### config.mk
export PLATFORM = sky130hd
export DESIGN_NAME = led_fault_class_scheduler_flat
export DESIGN_NICKNAME = d
export VERILOG_FILES = /design/src/rtl/led_fault_class_scheduler_if.sv /design/src/rtl/led_fault_class_scheduler.sv /design/src/flat_wrapper.sv
export SDC_FILE = /design/constraint.sdc
export NUM_CORES = 1
export LEC_CHECK = 0
export ABC_CLOCK_PERIOD_IN_PS = 4019
export CAP_MARGIN = 0
export CELL_PAD_IN_SITES_DETAIL_PLACEMENT = 1
export CELL_PAD_IN_SITES_GLOBAL_PLACEMENT = 2
export CORE_MARGIN = 5
export CORE_UTILIZATION = 30
export CTS_CLUSTER_DIAMETER = 80
export DETAILED_ROUTE_END_ITERATION = 8
export PLACE_DENSITY = 0.78
export SETUP_SLACK_MARGIN = 0.15
export SYNTH_ARGS = -nofsm -noshare
export SYNTH_HDL_FRONTEND = slang
export SYNTH_SLANG_ARGS = --single-unit
### constraint.sdc
create_clock -name sys_clk -period 4.02 [get_ports sys_clk]
set_input_delay 0.804 -clock sys_clk [delete_from_list [all_inputs] [get_ports sys_clk]]
set_output_delay 0.804 -clock sys_clk [all_outputs]
set_load 0.005 [all_outputs]
### src/rtl/led_fault_class_scheduler_if.sv
// Signal bundle between the fault aggregation side and the health-LED blink-code sequencer.
// fault_vld is a level/pulse request with no ready: the sequencer OR-latches it every cycle.
interface led_fault_class_scheduler_if #(
    parameter int NUM_CLASSES = 11,
    parameter int CLS_W       = 4
);
    logic                   blink_tick;
    logic [NUM_CLASSES-1:0] fault_vld;
    logic                   fault_clr;
    logic                   blink_en;
    logic                   health_led;
    logic [CLS_W-1:0]       active_class;
    logic [NUM_CLASSES-1:0] class_latched;
    logic                   seq_busy;
    logic                   seq_done;
    logic [1:0]             fsm_state;

    modport master (
        output blink_tick, fault_vld, fault_clr, blink_en,
        input  health_led, active_class, class_latched, seq_busy, seq_done, fsm_state
    );

    modport slave (
        input  blink_tick, fault_vld, fault_clr, blink_en,
        output health_led, active_class, class_latched, seq_busy, seq_done, fsm_state
    );
endinterface

### src/rtl/led_fault_class_scheduler.sv
// Health-LED blink-code sequencer: latches fault classes and shows each latched class k as
// an LED-off gap followed by k+1 blinks, serving latched classes in round-robin order.
module led_fault_class_scheduler #(
    parameter int NUM_CLASSES = 11,
    parameter int GAP_TICKS   = 8,
    parameter int CLS_W       = 4
) (
    input  logic                         sys_clk,
    input  logic                         reset_n,
    led_fault_class_scheduler_if.slave   bus
);
    localparam int BW = $clog2(NUM_CLASSES + 1);
    localparam int GW = $clog2(GAP_TICKS + 1);

    localparam logic [1:0] IDLE      = 2'd0;
    localparam logic [1:0] GAP       = 2'd1;
    localparam logic [1:0] BLINK_ON  = 2'd2;
    localparam logic [1:0] BLINK_OFF = 2'd3;

    localparam logic [GW-1:0]    GAP_LAST = GW'(GAP_TICKS - 1);
    localparam logic [CLS_W-1:0] CLS_LAST = CLS_W'(NUM_CLASSES - 1);
    localparam logic [CLS_W:0]   NC       = (CLS_W + 1)'(NUM_CLASSES);

    logic [1:0]             state, state_n;
    logic [GW-1:0]          gap_cnt, gap_n;
    logic [BW-1:0]          blink_cnt, blink_n;
    logic [CLS_W-1:0]       active_class, active_n;
    logic [CLS_W-1:0]       search_start, start_n;
    logic [NUM_CLASSES-1:0] latched;
    logic                   led, busy, done, done_n;

    logic [NUM_CLASSES-1:0] rot;
    logic                   pick_found;
    logic [CLS_W-1:0]       pick_idx;
    logic [CLS_W:0]         pick_sum;
    logic                   abort;
    logic                   blink_last;

    // Rotate the latches so bit 0 is the class right after the last one served.
    assign rot = NUM_CLASSES'({latched, latched} >> search_start);

    always_comb begin
        pick_found = 1'b0;
        pick_idx   = '0;
        pick_sum   = '0;
        for (int i = 0; i < NUM_CLASSES; i++) begin
            if (!pick_found && rot[i]) begin
                pick_found = 1'b1;
                pick_sum   = {1'b0, search_start} + (CLS_W + 1)'(i);
                if (pick_sum >= NC) begin
                    pick_sum = pick_sum - NC;
                end
                pick_idx = pick_sum[CLS_W-1:0];
            end
        end
    end

    assign abort      = bus.fault_clr | ~bus.blink_en;
    assign blink_last = ((CLS_W + BW)'(blink_cnt) == (CLS_W + BW)'(active_class));

    always_comb begin
        state_n  = state;
        gap_n    = gap_cnt;
        blink_n  = blink_cnt;
        active_n = active_class;
        start_n  = search_start;
        done_n   = 1'b0;
        if (state == IDLE) begin
            if (bus.blink_en && (|latched)) begin
                state_n  = GAP;
                active_n = pick_idx;
                gap_n    = '0;
                blink_n  = '0;
            end
        end else if (abort) begin
            // Abort wins over a same-cycle tick and leaves the round-robin pointer alone.
            state_n = IDLE;
        end else if (bus.blink_tick) begin
            case (state)
                GAP: begin
                    if (gap_cnt == GAP_LAST) begin
                        state_n = BLINK_ON;
                    end else begin
                        gap_n = gap_cnt + 1'b1;
                    end
                end
                BLINK_ON: begin
                    state_n = BLINK_OFF;
                end
                BLINK_OFF: begin
                    if (blink_last) begin
                        state_n = IDLE;
                        done_n  = 1'b1;
                        start_n = (active_class == CLS_LAST) ? '0 : active_class + 1'b1;
                    end else begin
                        blink_n = blink_cnt + 1'b1;
                        state_n = BLINK_ON;
                    end
                end
                default: begin
                    state_n = IDLE;
                end
            endcase
        end
    end

    always_ff @(posedge sys_clk) begin
        if (!reset_n) begin
            state        <= IDLE;
            gap_cnt      <= '0;
            blink_cnt    <= '0;
            active_class <= '0;
            search_start <= '0;
            latched      <= '0;
            led          <= 1'b1;
            busy         <= 1'b0;
            done         <= 1'b0;
        end else begin
            state        <= state_n;
            gap_cnt      <= gap_n;
            blink_cnt    <= blink_n;
            active_class <= active_n;
            search_start <= start_n;
            // A set arriving with the clear survives it.
            latched      <= bus.fault_clr ? bus.fault_vld : (latched | bus.fault_vld);
            led          <= (state_n != BLINK_ON);
            busy         <= (state_n != IDLE);
            done         <= done_n;
        end
    end

    assign bus.health_led    = led;
    assign bus.active_class  = active_class;
    assign bus.class_latched = latched;
    assign bus.seq_busy      = busy;
    assign bus.seq_done      = done;
    assign bus.fsm_state     = state;

endmodule

### src/flat_wrapper.sv
// flat-port wrapper written by rule: the top's interface ports become plain ports
module led_fault_class_scheduler_flat 
#(
    parameter int NUM_CLASSES = 11,
    parameter int GAP_TICKS   = 8,
    parameter int CLS_W       = 4
)
  (sys_clk, reset_n, bus_blink_tick, bus_fault_vld, bus_fault_clr, bus_blink_en, bus_health_led, bus_active_class, bus_class_latched, bus_seq_busy, bus_seq_done, bus_fsm_state);
  led_fault_class_scheduler_if #(.NUM_CLASSES(NUM_CLASSES), .CLS_W(CLS_W)) bus_i ();
  input  logic sys_clk;
  input  logic reset_n;
  input wire logic [$bits(bus_i.blink_tick)-1:0] bus_blink_tick;
  input wire logic [$bits(bus_i.fault_vld)-1:0] bus_fault_vld;
  input wire logic [$bits(bus_i.fault_clr)-1:0] bus_fault_clr;
  input wire logic [$bits(bus_i.blink_en)-1:0] bus_blink_en;
  output wire logic [$bits(bus_i.health_led)-1:0] bus_health_led;
  output wire logic [$bits(bus_i.active_class)-1:0] bus_active_class;
  output wire logic [$bits(bus_i.class_latched)-1:0] bus_class_latched;
  output wire logic [$bits(bus_i.seq_busy)-1:0] bus_seq_busy;
  output wire logic [$bits(bus_i.seq_done)-1:0] bus_seq_done;
  output wire logic [$bits(bus_i.fsm_state)-1:0] bus_fsm_state;
  assign bus_i.blink_tick = bus_blink_tick;
  assign bus_i.fault_vld = bus_fault_vld;
  assign bus_i.fault_clr = bus_fault_clr;
  assign bus_i.blink_en = bus_blink_en;
  assign bus_health_led = bus_i.health_led;
  assign bus_active_class = bus_i.active_class;
  assign bus_class_latched = bus_i.class_latched;
  assign bus_seq_busy = bus_i.seq_busy;
  assign bus_seq_done = bus_i.seq_done;
  assign bus_fsm_state = bus_i.fsm_state;
  led_fault_class_scheduler #(.NUM_CLASSES(NUM_CLASSES), .GAP_TICKS(GAP_TICKS), .CLS_W(CLS_W)) u_core (.sys_clk(sys_clk), .reset_n(reset_n), .bus(bus_i));
endmodule
==> results.md <==
- Most frequently used flop master after synthesis: sky130_fd_sc_hd__dfxtp_1
- Number of standard cells in the final layout excluding fillers: 738
- Post-synth net total: 578
- Wire length of the first global-routing pass: 24200 µm
- Distinct cell type count of the synthesized netlist: 72
- Clock latency on the worst-skew pair: 0.29 ns
- Combinational fraction of design power: 20.2%
- Sequential element share of the synthesized area: 15.7%
- Total global-route track usage: between 15 and 20%
- Post-DP Area: 4570 µm²
- DR WL/cell: 20.1 µm
- Area of the placeable core: 13300 µm²
- Worst slew slack as a fraction of its limit: approximately 45%
- LEAKAGE: about 1.6 nW
- Tightest Hold Check Type: reg -> reg
- Number of hold buffers added after cts: 0
- Result of the run: finished clean
- Filler instances: 1670
- Startpoint of the worst-slack reg-to-reg timing path: u_core.search_start[2]$_SDFFE_PN0P_
- Final TNS setup: 0 ns
- Max-slew violations: 0
- Number of port buffers: 35
- Final non-filler cell area: 4740 µm²
- Setup slack of the worst register-to-register path: 0.60 ns
- Vias in the first global route: 4413
- Setup Crit Path Kind: reg -> reg
- Utilization after layout: 35.6%
- IR Drop Worst-Case VDD: 0.000211 V
- Final period demand of the worst path: 3.42 ns
- Effective utilization at floorplan: 30.8%
- Antenna diodes: 0
- Number of H-tree branching levels: 2
- Area of the die: 16100 µm²
- HPWL after DPL: 11200 µm
- Highest fanout seen on the critical path: 26
- Die width: 127 µm
- Netlist Area Pre-Place: approximately 4100 µm²
- Synthesis-stage register bit count: 32
- Achievable clock frequency: 292 MHz
- First-pass detailed-route iteration total: 4
- Synthesized area per cell: 7.51 µm²
- # Post-CTS Setup Buffers: 0
- Maximum buffer depth of the clock tree: 2
- Total overflow reported by the global router: 0
- Total routed wirelength: 14900 µm
- Setup WS pre-CTS: about 0.64 ns
- Layout cells sized above 1: between 10% and 20%
- CP startpoint kind: register
- CTS resizes: 0
- Cells traversed along the worst timing path: buf_4 > mux4_2 > mux2i_4 > nor2b_2 > a32o_2 > nand2_1 > nor2_1 > a21oi_1 > a211oi_1 > o32ai_1
- Placer Congestion: 0.889
- Final setup violating endpoints: 0
- Die H: 127 µm
- Largest cells by area after synthesis: sky130_fd_sc_hd__dfxtp_1 16%, sky130_fd_sc_hd__a21oi_1 6.7%, sky130_fd_sc_hd__nor2_1 5.8%
- Setup ws final: 0.596 ns
- Startpoint of the most critical setup path: u_core.search_start[2]$_SDFFE_PN0P_
- Detail Route Antenna Nets: 0
- Sink Count: 32
- Library cell used as clock root buffer: sky130_fd_sc_hd__clkbuf_16
- Final worst-path cycle share: a little under nine tenths
- WHS: 0.502 ns
- Number of synthesized flops with an enable pin: 0
- Largest area contributor in the synthesized netlist: sky130_fd_sc_hd__dfxtp_1
- Share of power burned in registers: 36.0%
- Worst path max stage delay: between 0.6 and 0.7 ns
- Slowest stage cell, crit path: sky130_fd_sc_hd__mux4_2
- Number of remaining DRC errors: 0
- Fraction of synthesized cell area taken by the top area cell type: 15.7%
- Critical path required time: 4.16 ns
- TritonCTS clock tree: yes
- Arrival time at the worst endpoint: approximately 3.6 ns
- Number of top-level design ports: 36
- Max-cap violations: 0
- Placed cell count: 730
- Vias per inst: 5.79
- Net Sw Power: approximately 0.29 mW
- Antenna violations before repair: 0
- Cells after Synth: 545
- Initial detailed-routing violation count: 227
- Final nets: between 500 and 600
- Number of cells on the worst reg-to-reg path: 10
- Setup Skew: 0.00916 ns
- Final total power: around 1 mW
- Leading cell types in the layout, fill and taps excluded: 63 x sky130_fd_sc_hd__nor2_1, 55 x sky130_fd_sc_hd__a21oi_1, 47 x sky130_fd_sc_hd__nand2_1
- Post-synth ARST share: 0%
- Number of vias after detailed routing: about 4.3k
- FP Rows: 42
- Worst setup EP type: register
- Internal Power: slightly above 0.7 mW
- R2R Path End: u_core.bus.active_class[0]$_SDFFE_PN0P_
- RSZ-0062 raised after global routing: no
- Total power divided by cell area: 213 nW/µm²
- CTS clk-pin slew, worst paths: 0.06 ns
- Worst Tran Pin Value: between 0.8 and 0.9 ns
- Total CTS buffers: 5
- Synthesis-to-finish area growth: 15.7%
- Capturing instance or port of the critical path: u_core.bus.active_class[0]$_SDFFE_PN0P_
- Hold Fails Final Rpt: 0
- Leading cell type in the layout, fill and taps excluded: sky130_fd_sc_hd__nor2_1
- Switching Share: 28.5%
- Yosys synthesis warning count: 0
- Part of the power in the clock network: 43.8%
- Largest net degree at the start of global routing: 27
logic make-up after synthesis:
logic type | after synthesis | synth area share, %
AO/OA/AOI/OAI | 175 | 28.1
XOR/XNOR | 35 | 7.67
adder cells (fa/ha/maj) | 17 | 5.20
buffers and inverters | 50 | 5.72
flip-flops | 32 | 15.7
multiplexers | 41 | 13.6
AND/OR/NAND/NOR | 195 | 24.1
state kept, by name, indices dropped and copies added (netlist names), 2 cells and up:
signal                    cells
u_core.blink_cnt              4
u_core.bus.active_class       4
u_core.search_start           4
u_core.bus.class_latched     11
u_core.gap_cnt                4
u_core.bus.fsm_state          2
synthesized netlist by cell type, drive strengths merged (9+ instances only):
cell type and number:
dfxtp 32, inv 10, nor3 13, a21oi 55, nand2 47, a211oi 11
mux2i 20, mux2 12, nand2b 9, clkbuf 20, o21ai 37, o211ai 9
nor2 64, buf 19, mux4 9, xnor2 27, nand3 14, ha 17
worst min-delay path by stage:
| stage | startpoint | endpoint | slack [ns] | cells past startpoint |
|---|---|---|---|---|
| 6_report | u_core.gap_cnt[1]$_SDFFE_PN0P_ | u_core.gap_cnt[1]$_SDFFE_PN0P_ | 0.50 | 2 |
| 4_1_cts | u_core.gap_cnt[1]$_SDFFE_PN0P_ | u_core.gap_cnt[1]$_SDFFE_PN0P_ | 0.50 | 2 |
| 3_5_place_dp | u_core.gap_cnt[1]$_SDFFE_PN0P_ | u_core.gap_cnt[1]$_SDFFE_PN0P_ | 0.49 | 2 |
| 5_1_grt | u_core.gap_cnt[1]$_SDFFE_PN0P_ | u_core.gap_cnt[1]$_SDFFE_PN0P_ | 0.54 | 2 |
| 3_3_place_gp | u_core.gap_cnt[1]$_SDFFE_PN0P_ | u_core.gap_cnt[1]$_SDFFE_PN0P_ | 0.48 | 2 |
| 2_1_floorplan | u_core.gap_cnt[1]$_SDFFE_PN0P_ | u_core.gap_cnt[1]$_SDFFE_PN0P_ | 0.46 | 2 |
area by class of cell:
type	instances	area (µm²)	area share (%)
Clock buffer	5	125	2.64
Clock inverter	3	42.5	0.898
Inverter	11	41.3	0.872
Multi-Input combinational cell	463	3220	67.9
Sequential cell	32	642	13.5
Tap cell	176	220	4.65
Timing Repair Buffer	48	448	9.46
critical path, delay by kind of cell, from the launching register on:
kind	cells	cell delay (ns)
AND/OR/NAND/NOR	3	0.77
multiplexers	2	0.90
buffers and inverters	1	0.35
flip-flops	1	0.41
AO/OA/AOI/OAI	4	0.86
routing by layer:
metal  part of all wire, %  GRT usage, %  vias up
met5                     0             0        -
met4                   2.0          5.30        0
met3                   5.1          2.02       17
met2                    47          31.0      100
met1                    46          24.8     2117
li1                      -             -     2040
power by group through the flow:
stage	clock network [mW]	logic, mW	registers [mW]
after global placement	0	0.200	0.369
after detailed placement	0	0.203	0.371
final	0.441	0.204	0.364
after floorplan	0	0.135	0.353
after CTS	0.450	0.205	0.364
after global routing	0.464	0.222	0.368
No activity file was read; power rests on OpenSTA's default activity.
